==> src/rtl/fifo_flag_pkg.sv <==
// rtl/fifo_flag_pkg.sv - shared widths, types and depth helper for the FIFO flag controller
package fifo_flag_pkg;

  localparam int ADDR_W_DEF = 4;

  // Pointer and occupancy carry one extra bit so full and empty stay distinguishable
  typedef logic [ADDR_W_DEF:0] ptr_t;
  typedef logic [ADDR_W_DEF:0] cnt_t;

  function automatic int depth(input int addr_w);
    return 2 ** addr_w;
  endfunction

endpackage

==> src/rtl/fifo_flag_ctrl_ptr.sv <==
// rtl/fifo_flag_ctrl_ptr.sv - fifo_ptr: wrap-bit pointer counter, one instance each for write and read
module fifo_ptr #(
  parameter int ADDR_W = 4
) (
  input  logic            clk,
  input  logic            rst_n,
  input  logic            inc,
  output logic [ADDR_W:0] ptr
);

  always_ff @(posedge clk or negedge rst_n) begin
    if (!rst_n) begin
      ptr <= '0;
    end else if (inc) begin
      ptr <= ptr + 1'b1;
    end
  end

endmodule

==> src/rtl/fifo_flag_ctrl.sv <==
// rtl/fifo_flag_ctrl.sv - FIFO pointer/flag controller with programmable almost thresholds
// Optional FIFO_FLAG_ERR_EN adds sticky overflow/underflow outputs.
module fifo_flag_ctrl
  import fifo_flag_pkg::*;
#(
  parameter int ADDR_W = ADDR_W_DEF,
  parameter int AF_RST = 10,
  parameter int AE_RST = 2
) (
  input  logic              clk,
  input  logic              rst_n,
  input  logic              wr_req,
  input  logic              rd_req,
  input  logic              thr_ld,
  input  logic [ADDR_W:0]   af_thr_in,
  input  logic [ADDR_W:0]   ae_thr_in,
  output logic              wr_en,
  output logic              rd_en,
  output logic [ADDR_W-1:0] w_ptr,
  output logic [ADDR_W-1:0] r_ptr,
  output logic [ADDR_W:0]   count,
`ifdef FIFO_FLAG_ERR_EN
  output logic              overflow,
  output logic              underflow,
`endif
  output logic              full,
  output logic              empty,
  output logic              almost_full,
  output logic              almost_empty
);

  localparam logic [ADDR_W:0] DEPTH_C  = (ADDR_W+1)'(depth(ADDR_W));
  localparam logic [ADDR_W:0] AF_RST_C = (ADDR_W+1)'(AF_RST);
  localparam logic [ADDR_W:0] AE_RST_C = (ADDR_W+1)'(AE_RST);

  logic [ADDR_W:0] wp;
  logic [ADDR_W:0] rp;
  logic [ADDR_W:0] count_nxt;
  logic [ADDR_W:0] af_thr;
  logic [ADDR_W:0] ae_thr;
  logic [ADDR_W:0] af_thr_nxt;
  logic [ADDR_W:0] ae_thr_nxt;

  function automatic logic [ADDR_W:0] sat_depth(input logic [ADDR_W:0] v);
    return (v > DEPTH_C) ? DEPTH_C : v;
  endfunction

  assign wr_en = wr_req & ~full;
  assign rd_en = rd_req & ~empty;

  fifo_ptr #(.ADDR_W(ADDR_W)) u_wr_ptr (
    .clk   (clk),
    .rst_n (rst_n),
    .inc   (wr_en),
    .ptr   (wp)
  );

  fifo_ptr #(.ADDR_W(ADDR_W)) u_rd_ptr (
    .clk   (clk),
    .rst_n (rst_n),
    .inc   (rd_en),
    .ptr   (rp)
  );

  assign w_ptr = wp[ADDR_W-1:0];
  assign r_ptr = rp[ADDR_W-1:0];
  assign count = wp - rp;

  // Flags look ahead to the post-edge occupancy and thresholds so they line up with count
  always_comb begin
    count_nxt  = count;
    af_thr_nxt = af_thr;
    ae_thr_nxt = ae_thr;
    if (wr_en && !rd_en) begin
      count_nxt = count + 1'b1;
    end else if (rd_en && !wr_en) begin
      count_nxt = count - 1'b1;
    end
    if (thr_ld) begin
      af_thr_nxt = sat_depth(af_thr_in);
      ae_thr_nxt = sat_depth(ae_thr_in);
    end
  end

  always_ff @(posedge clk or negedge rst_n) begin
    if (!rst_n) begin
      af_thr       <= AF_RST_C;
      ae_thr       <= AE_RST_C;
      full         <= 1'b0;
      empty        <= 1'b1;
      almost_full  <= 1'b0;
      almost_empty <= 1'b1;
    end else begin
      af_thr       <= af_thr_nxt;
      ae_thr       <= ae_thr_nxt;
      full         <= (count_nxt == DEPTH_C);
      empty        <= (count_nxt == '0);
      almost_full  <= (count_nxt >= af_thr_nxt);
      almost_empty <= (count_nxt <= ae_thr_nxt);
    end
  end

`ifdef FIFO_FLAG_ERR_EN
  always_ff @(posedge clk or negedge rst_n) begin
    if (!rst_n) begin
      overflow  <= 1'b0;
      underflow <= 1'b0;
    end else begin
      overflow  <= overflow | (wr_req & full);
      underflow <= underflow | (rd_req & empty);
    end
  end
`endif

endmodule

==> config.mk <==
export PLATFORM = sky130hd
export DESIGN_NAME = fifo_flag_ctrl
export DESIGN_NICKNAME = d
export VERILOG_FILES = /design/src/rtl/fifo_flag_pkg.sv /design/src/rtl/fifo_flag_ctrl_ptr.sv /design/src/rtl/fifo_flag_ctrl.sv
export SDC_FILE = /design/constraint.sdc
export NUM_CORES = 1
export LEC_CHECK = 0
export ABC_AREA = 1
export BUFFER_PORTS_ARGS = -buffer_cell sky130_fd_sc_hd__buf_2
export CORE_MARGIN = 1.5
export CORE_UTILIZATION = 46
export CTS_CLUSTER_SIZE = 16
export DETAILED_ROUTE_END_ITERATION = 7
export PLACE_DENSITY = 0.74
export SLEW_MARGIN = 20
export SYNTH_ARGS = -nofsm -noshare
export SYNTH_HDL_FRONTEND = slang
export SYNTH_SLANG_ARGS = --single-unit
==> constraint.sdc <==
create_clock -name clk -period 3.15 [get_ports clk]
set_input_delay 0.315 -clock clk [delete_from_list [all_inputs] [get_ports clk]]
set_output_delay 0.315 -clock clk [all_outputs]
set_load 0.01 [all_outputs]
* After elaboration in Yosys (flattened, before gate mapping)
Cells that the tools add are included.
** Storage, ports and cells
- Flip-flop bits (word level) :: 24
- Bits in latches :: 0
- RAM bits :: 0
- Memory bits (read-only) :: 0
- Bits of input ports :: 15
- Output and inout bits :: 19
- Word-level logic and storage cells :: 33
- Memories :: 0
** Cells by class
- Add/sub/neg operators :: 5
- Multiply operators :: 0
- Div/mod/pow operators :: 0
- $lt $le $gt $ge :: 4
- Equal/unequal tests :: 1
- Shift operators :: 0
- Mux-type cells :: 6
- Bitwise logic cells :: 4
- Reductions and logical operators :: 5
** Operators by type and width (number)
- $mux W5 :: 6
- $add A5 B1 Y5 const B :: 3
- $gt A5 B5 Y1 const B :: 2
- $eq A5 B5 Y1 const B :: 1
- $ge A5 B5 Y1 :: 1
- $le A5 B5 Y1 :: 1
- $logic_not A5 Y1 :: 1
- $sub A5 B1 Y5 const B :: 1
- $sub A5 B5 Y5 :: 1
- $and A1 B1 Y1 :: 2
- $logic_and A1 B1 Y1 :: 2
- $logic_not A1 Y1 :: 2
- $not A1 Y1 :: 2

* Longest topological paths before layout
Gate-level depths: netlist of run 1.
- Depth after elaboration :: 7
- Gate-level depth with buffers :: 18

* Modules after synthesis
Synthesis of run 1 repeated with hierarchy kept, for this count alone.
** Unflattened totals
- Cells, all modules :: 226
- Area, all modules :: 1697.9 um^2
** By module, submodules not included
- fifo_flag_ctrl :: instances 1, cells each 172, area each 1227.4 um^2, sequential area each 356.6 um^2
- fifo_ptr :: instances 2, cells each 27, area each 235.2 um^2, sequential area each 125.1 um^2

* Worst setup path after synthesis of run 1
OpenSTA, ideal clock, no wires.
- Path type :: reg-to-reg
- Start point :: reg u_wr_ptr.ptr[0]
- End point :: reg almost_empty
- Setup time :: 60 ps
- Arrival :: 2553 ps
- Required time :: 3090 ps
- Path slack :: 536 ps
- Cell stages (with the launch flop) :: 17
- Buffers on the path :: 0
- Clock period less this slack :: 2614 ps
- Cells stage by stage :: dfrtp_1 > inv_1 > ha_1 > fa_1 > inv_1 > ha_1 > nand2_1 > nand2_1 > nand2_1 > nand2_1 > ha_1 > a21oi_1 > o21ai_0 > a21o_1 > nand3_1 > nand3_1 > nand2_1
** On the way
- Cells in the longest elaborated chain, start to end :: 5
- Elaborated cells between the ends (all ways) :: 6
** Ends and longest elaborated chain
- start: declaration :: line fifo_flag_ctrl_ptr.sv:8 : output logic [ADDR_W:0] ptr
- start signal: assignment :: line fifo_flag_ctrl_ptr.sv:15 : ptr <= ptr + 1'b1;
- $sub A5 B5 Y5 * :: line fifo_flag_ctrl.sv:67 : assign count = wp - rp;
- named net count[1] :: line fifo_flag_ctrl.sv:21 : output logic [ADDR_W:0] count,
- $sub A5 B1 Y5 :: line fifo_flag_ctrl.sv:77 : count_nxt = count - 1'b1;
- $mux W5 :: line fifo_flag_ctrl.sv:76 : end else if (rd_en && !wr_en) begin
- $mux W5 * :: line fifo_flag_ctrl.sv:74 : if (wr_en && !rd_en) begin
- $le A5 B5 Y1 * :: line fifo_flag_ctrl.sv:99 : almost_empty <= (count_nxt <= ae_thr_nxt);
- end signal: assignment :: line fifo_flag_ctrl.sv:99
- end: declaration :: line fifo_flag_ctrl.sv:29 : output logic almost_empty
The timed path passes the listed nets; every way through them passes the cells marked *.
A chain may end at the register's enable or synchronous reset.

* Worst setup path after layout of run 1
- Start point :: reg u_wr_ptr.ptr[0]
- End point :: reg almost_empty
** On the way
- Cells in the longest elaborated chain, start to end :: 5
- Elaborated cells between the ends (all ways) :: 6
** Ends and longest elaborated chain (line)
- $sub A5 B5 Y5 * :: fifo_flag_ctrl.sv:67
- $sub A5 B1 Y5 :: fifo_flag_ctrl.sv:77
- $mux W5 :: fifo_flag_ctrl.sv:76
- $mux W5 * :: fifo_flag_ctrl.sv:74
- $le A5 B5 Y1 * :: fifo_flag_ctrl.sv:99
Every way passes the cells marked *; elsewhere a longest branch is shown, timed or not.

==> results.md, run 1 <==
- Outcome: complete, no violations
- Async S/R FF share, synth: 100%
- Residual DRC: 0
- I/O pin cnt: 34
- Area Growth Syn to Fin: 12.6%
- Vias: roughly 1400
- Antenna-violating nets left: 0
- R2r setup slk: 310 ps
- Gr ovfl total: 0
- Arrival time at the worst endpoint: between 3000 and 4000 ps
- Number of synthesized flops with an enable pin: 0
- Final period util: 90.2%
- Synth top area share: 28.0%
- Syn Inst Count: 216
- Synthesized area per cell: 7.86 µm²
- TritonRoute pass-1 iters: 4
- CTS root buf: clkbuf_8
- PostCTS Resize Cnt: 0
- Crit Path Category: flip-flop to flip-flop
- Synth Warn #: 0
- CTS Buf Count: 3
- R2R depth: 16
- Core area: 0.00344 mm²
- Commonest cells after routing, fill and taps aside: nand2_1 (49), inv_1 (45), buf_2 (33)
- Max-slew violations: 0
- Fillers: 347
- Crit-path max cell delay: 530 ps
- Via density per instance: 4.77
- Crit Path Max Fanout: 4
- Gr usage total: between 10% and 20%
- Setup TNS: 0 ps
- Port bufs: 33
- Final Hold Vio Count: 0
- CP required: 3360 ps
- Slowest-stage cell, CP: fa_1
- Reg-to-Reg Start: u_wr_ptr.ptr[0]
- Synth Cell Area: 0.00170 mm²
- Height of the die: 63.8 µm
- Layout cell share with drive strength beyond 1: 20.9%
- Worst r2r dst: almost_empty
- Count of different cell masters after synthesis: 26
- Number of synthesized register bits: 24
- Final setup viols: 0
- Die ar.: about 0.004 mm²
- Setup Fix Bufs, Post-CTS: 0
- CP top delay family: adder cells
- Least-Margin Pin Slew: about 530 ps
- Vias in the first global route: 1190
- Crit path top cell by count: nand2_1
- H-tree Lvls: 1
- Critical Path End Type: flip-flop
- Antenna cell count: 0
- Skew-Pair Late Insertion Delay: 260 ps
- Fmax: 352 MHz
- WP buf/inv: 2
- Initial detailed-routing violation count: 49
- DRT Wirelength: 3120 µm
- Post-synthesis sequential area ratio: 35.7%
- Routability cong.: 0.779
- Largest cells by area after synthesis: dfrtp_1 (28%), ha_1 (12%), nand2_1 (11%)
- Max Cap Viol: 0
- Hold-fix buffers, CTS: 0
- First-pass GRT wire length: 5380 µm
- Unrepaired setup endpoints after global routing: no
- Initial Util: 49.3%
- Sink Count: 24
- Worst path cell trace: inv_1 > ha_1 > fa_1 > inv_1 > ha_1 > nand2_1 > nand2_1 > nand2_1 > nand2_1 > ha_1 > a21oi_1 > o21ai_0 > a21o_1 > nand3_1 > nand3_1 > nand2_1
- Routed wire per std cell: 10.8 µm
- Die Width: between 60 and 70 µm
- Dpl hpwl: 2510 µm
- Site Rows: 21
- HP Class: input pin to asynchronous set/reset pin
- CTS Buffer Depth: 2
- Largest net degree at the start of global routing: 25
- CP Launch Type: flip-flop
- Most used DFF post-synth: dfrtp_1
- Nets: 277
- CTS clk-pin slew, worst paths: 80 ps
- Yosys top cell by area: dfrtp_1
- CTS tree: done
- Post-Route Skew: 3.80 ps
- Initial antenna violation count: 0
- Commonest non-fill, non-tap cell in the layout: nand2_1
- Syn nets: 248
- Slew headroom: 64.6%
- Min Tclk post-route: 2840 ps
registers in the layout, indices dropped and copies added (netlist names):
| signal | flops |
|---|---|
| ae_thr | 5 |
| u_wr_ptr.ptr | 5 |
| u_rd_ptr.ptr | 5 |
| empty | 1 |
| almost_empty | 1 |
| full | 1 |
| af_thr | 5 |
| almost_full | 1 |
per-layer routing:
| layer | vias to the layer above | GRT usage, % | share of wire (%) |
|---|---|---|---|
| li1 | 729 | - | - |
| met1 | 631 | 26.6 | 54 |
| met2 | 22 | 23.9 | 43 |
| met3 | 2 | 2.11 | 2.5 |
| met4 | 0 | 4.08 | 0.86 |
| met5 | - | 0 | 0 |
synth_stat cells (2+ instances only):
library cell / n
nor3_1: 3
o21ai_0: 9
a21boi_0: 2
nor2_4: 2
dfstp_2: 5
a21oi_1: 3
nand2_1: 49
nor2_1: 8
xnor2_1: 4
dfrtp_1: 19
o22ai_1: 5
nand3_1: 16
inv_1: 45
nand4_1: 5
nand2_4: 2
buf_4: 8
nand2_2: 3
xor2_1: 5
ha_1: 16
cell type report:
class,count,area (µm²),share of cell area [%]
sequential,24,607,31.7
tap,46,57.6,3.01
inverter,45,169,8.84
multi-input combinational,138,858,44.9
clock buffer,4,55.1,2.88
timing repair buffer,33,165,8.64
stage by stage:
stage               area, µm²  instances  utilization, %  hold WS (ps)  setup slack [ps]
floorplan                1700        216               -          19.4               536
global placement         1860        286            53.9           328               412
detailed placement       1860        286            53.9           331               338
CTS                      1910        290            55.5          46.4               315
global route             1910        290            55.5          59.1              43.8
finish                   1910        290            55.5          20.2               308
worst max path at each step:
| stage | start | end | slack [ps] | cells after the start |
|---|---|---|---|---|
| after floorplan | u_wr_ptr.ptr[0] | almost_empty | 540 | 16 |
| after global placement | u_wr_ptr.ptr[0] | almost_empty | 410 | 16 |
| after detailed placement | u_wr_ptr.ptr[0] | almost_empty | 340 | 16 |
| after CTS | u_wr_ptr.ptr[0] | almost_empty | 320 | 16 |
| after global routing | u_wr_ptr.ptr[0] | almost_empty | 40 | 16 |
| final | u_wr_ptr.ptr[0] | almost_empty | 310 | 16 |
logic make-up after synthesis:
kind of cell	count (synthesis)	synth area share, %
adders and majority gates	17	13.0
DFF	24	35.7
xor gates and xnor gates	10	5.60
buffers and inverters	54	13.7
AOI/OAI and AO/OA	21	7.15
and+or+nand+nor	90	24.8
Power of run 1 is left out: the tool's default activity adds up to more than one toggle a clock period on the data nets, which glitch-free logic cannot reach.
==> run 2: changes to the inputs <==
Settings changed: BUFFER_PORTS_ARGS -buffer_cell sky130_fd_sc_hd__buf_2 to default, CAP_MARGIN from default to 20, DONT_BUFFER_PORTS from default to 1, PLACE_DENSITY 0.74 to 0.66.
Clock period 3.15 ns to 3.03 ns, I/O delays scaled along.
==> results.md, run 2 (synthesis gave the netlist of run 1 again) <==
- Worst r2r dst: almost_empty (unchanged)
- Fmax: 355 MHz (was 352 MHz)
- Antenna-violating nets left: 0 (unchanged)
- CP required: 3230 ps (was 3360 ps)
- Worst Min Path Start: thr_ld
- CTS clk-pin slew, worst paths: 90 ps (was 80 ps)
- Sink Count: 24 (unchanged)
- Layout cell share with drive strength beyond 1: 10.2% (was 20.9%)
- Dpl hpwl: 2580 µm (was 2510 µm)
- Commonest cells after routing, fill and taps aside: nand2_1 (49), inv_1 (44), dfrtp_1 (19) (was nand2_1 (49), inv_1 (45), buf_2 (33))
- Gr usage total: 18.1% (was 16.7%)
- Vias: 1273 (was 1384)
- Routed wire per std cell: 12.6 µm (was 10.8 µm)
- Post-Route Skew: 9.39 ps (was 3.80 ps)
- TritonRoute pass-1 iters: 4 (unchanged)
- Final setup viols: 0 (unchanged)
- Worst Hold Path EP: af_thr[1]
- Slew headroom: 80.8% (was 64.6%)
- Min Tclk post-route: 2810 ps (was 2840 ps)
- CP Launch Type: flip-flop (unchanged)
- DRT Wirelength: 3300 µm (was 3120 µm)
- Max Cap Viol: 0 (unchanged)
- CTS Buffer Depth: 2 (unchanged)
- Antenna cell count: 0 (unchanged)
- Unrepaired setup endpoints after global routing: no (unchanged)
- R2R depth: 15 (was 16)
- Port bufs: 0 (was 33)
- Height of the die: 63.8 µm (unchanged)
- Reg-to-Reg Start: u_wr_ptr.ptr[0] (unchanged)
- Max-slew violations: 0 (unchanged)
- Final period util: 92.9% (was 90.2%)
- Site Rows: 21 (unchanged)
- CTS tree: done (unchanged)
- Die ar.: 0.00406 mm² (unchanged)
- Least-Margin Pin Slew: 287 ps (was 531 ps)
- First-pass GRT wire length: 5720 µm (was 5380 µm)
- Vias in the first global route: 1263 (was 1190)
- Commonest non-fill, non-tap cell in the layout: nand2_1 (unchanged)
- Critical Path End Type: flip-flop (unchanged)
- Skew-Pair Late Insertion Delay: 270 ps (was 260 ps)
- Core area: 0.00344 mm² (unchanged)
- Crit Path Max Fanout: 3 (was 4)
- Via density per instance: 4.88 (was 4.77)
- CTS Buf Count: 3 (unchanged)
- Nets: 248 (was 277)
- Arrival time at the worst endpoint: 3010 ps (was 3050 ps)
- Initial antenna violation count: 0 (unchanged)
- Residual DRC: 0 (unchanged)
- Routability cong.: 0.845 (was 0.779)
- Die Width: 63.8 µm (unchanged)
- HP Class: input pin to flip-flop (was input pin to asynchronous set/reset pin)
- CTS root buf: clkbuf_8 (unchanged)
- Crit Path Category: flip-flop to flip-flop (unchanged)
- I/O pin cnt: 34 (unchanged)
- Initial detailed-routing violation count: 49 (unchanged)
- Outcome: complete, no violations (unchanged)
- Largest net degree at the start of global routing: 25 (unchanged)
- Area Growth Syn to Fin: 5.67% (was 12.6%)
- R2r setup slk: 220 ps (was 310 ps)
- Setup TNS: 0 ps (unchanged)
- H-tree Lvls: 1 (unchanged)
- Hold depth: 1
- Final Hold Vio Count: 0 (unchanged)
- Initial Util: 49.3% (unchanged)
- Gr ovfl total: 0 (unchanged)
[run 2: cell count changes in the layout (fill, tap and decap cells not counted), sizes merged]
cell,before,now
buf,33,3
dlygate4sd3,0,1
[run 2: metrics by stage]
| stage | util, % | hold slack, ps | std cells | worst slack [ps] | instance area (µm²) |
|---|---|---|---|---|---|
| 2_1_floorplan | - | 7.41 | 216 | 416 | 1700 |
| 3_3_place_gp | 49.6 | 7.78 | 255 | 339 | 1710 |
| 3_5_place_dp | 49.6 | 7.75 | 255 | 228 | 1710 |
| 4_1_cts | 51.8 | 130 | 261 | 176 | 1780 |
| 5_1_grt | 52.1 | 133 | 261 | 47.7 | 1790 |
| 6_report | 52.1 | 137 | 261 | 215 | 1790 |
[run 2: layout make-up]
cell class | count | area (µm²)
inverters | 45 | 169
fillers | 317 | 1650
clock buffers | 4 | 45.0
flip-flops and latches | 24 | 607
repair buffers | 4 | 45.0
well taps | 46 | 57.6
multi-input cells | 138 | 871
[run 2: per-layer routing]
metal	track usage (%)	routed length [µm]	part of all wire, %	vias up
li1	-	-	-	671
met1	26.8	1650	50	567
met2	24.2	1360	41	28
met3	4.58	205	6.2	7
met4	9.24	80	2.4	0
met5	0	0	0	-
[run 2: how the worst max path moves through the flow]
| stage | to | from | depth (start not counted) |
|---|---|---|---|
| finish | almost_empty | u_wr_ptr.ptr[0] | 15 |
| global route | almost_full | u_wr_ptr.ptr[0] | 18 |
| CTS | almost_empty | u_wr_ptr.ptr[0] | 16 |
| detailed placement | almost_empty | u_wr_ptr.ptr[0] | 16 |
| global placement | almost_empty | u_wr_ptr.ptr[1] | 15 |
| floorplan | almost_empty | u_wr_ptr.ptr[0] | 16 |
[run 2: what timing repair did]
| item | in CTS | in global routing |
|---|---|---|
| hold buffers | 2 | 0 |
| setup buffers | 0 | 0 |
| hold endpoints to repair | 24 | 0 |
| resized for setup | 0 | 2 |
| setup endpoints to repair | 0 | 1 |
[run 2: worst max-delay path, stage by stage, from the launching register on]
cell     delay [ps]
dfrtp_1         360
inv_1            70
ha_1            230
fa_1            500
ha_1            340
nand2_1          70
o21ai_0          80
o21ai_0         130
inv_1           100
ha_1            300
nand2_1          50
o21ai_0         170
a21o_1          150
nand3_1          60
nand3_1          80
nand2_1          50
Power of run 2 is left out for the same reason.
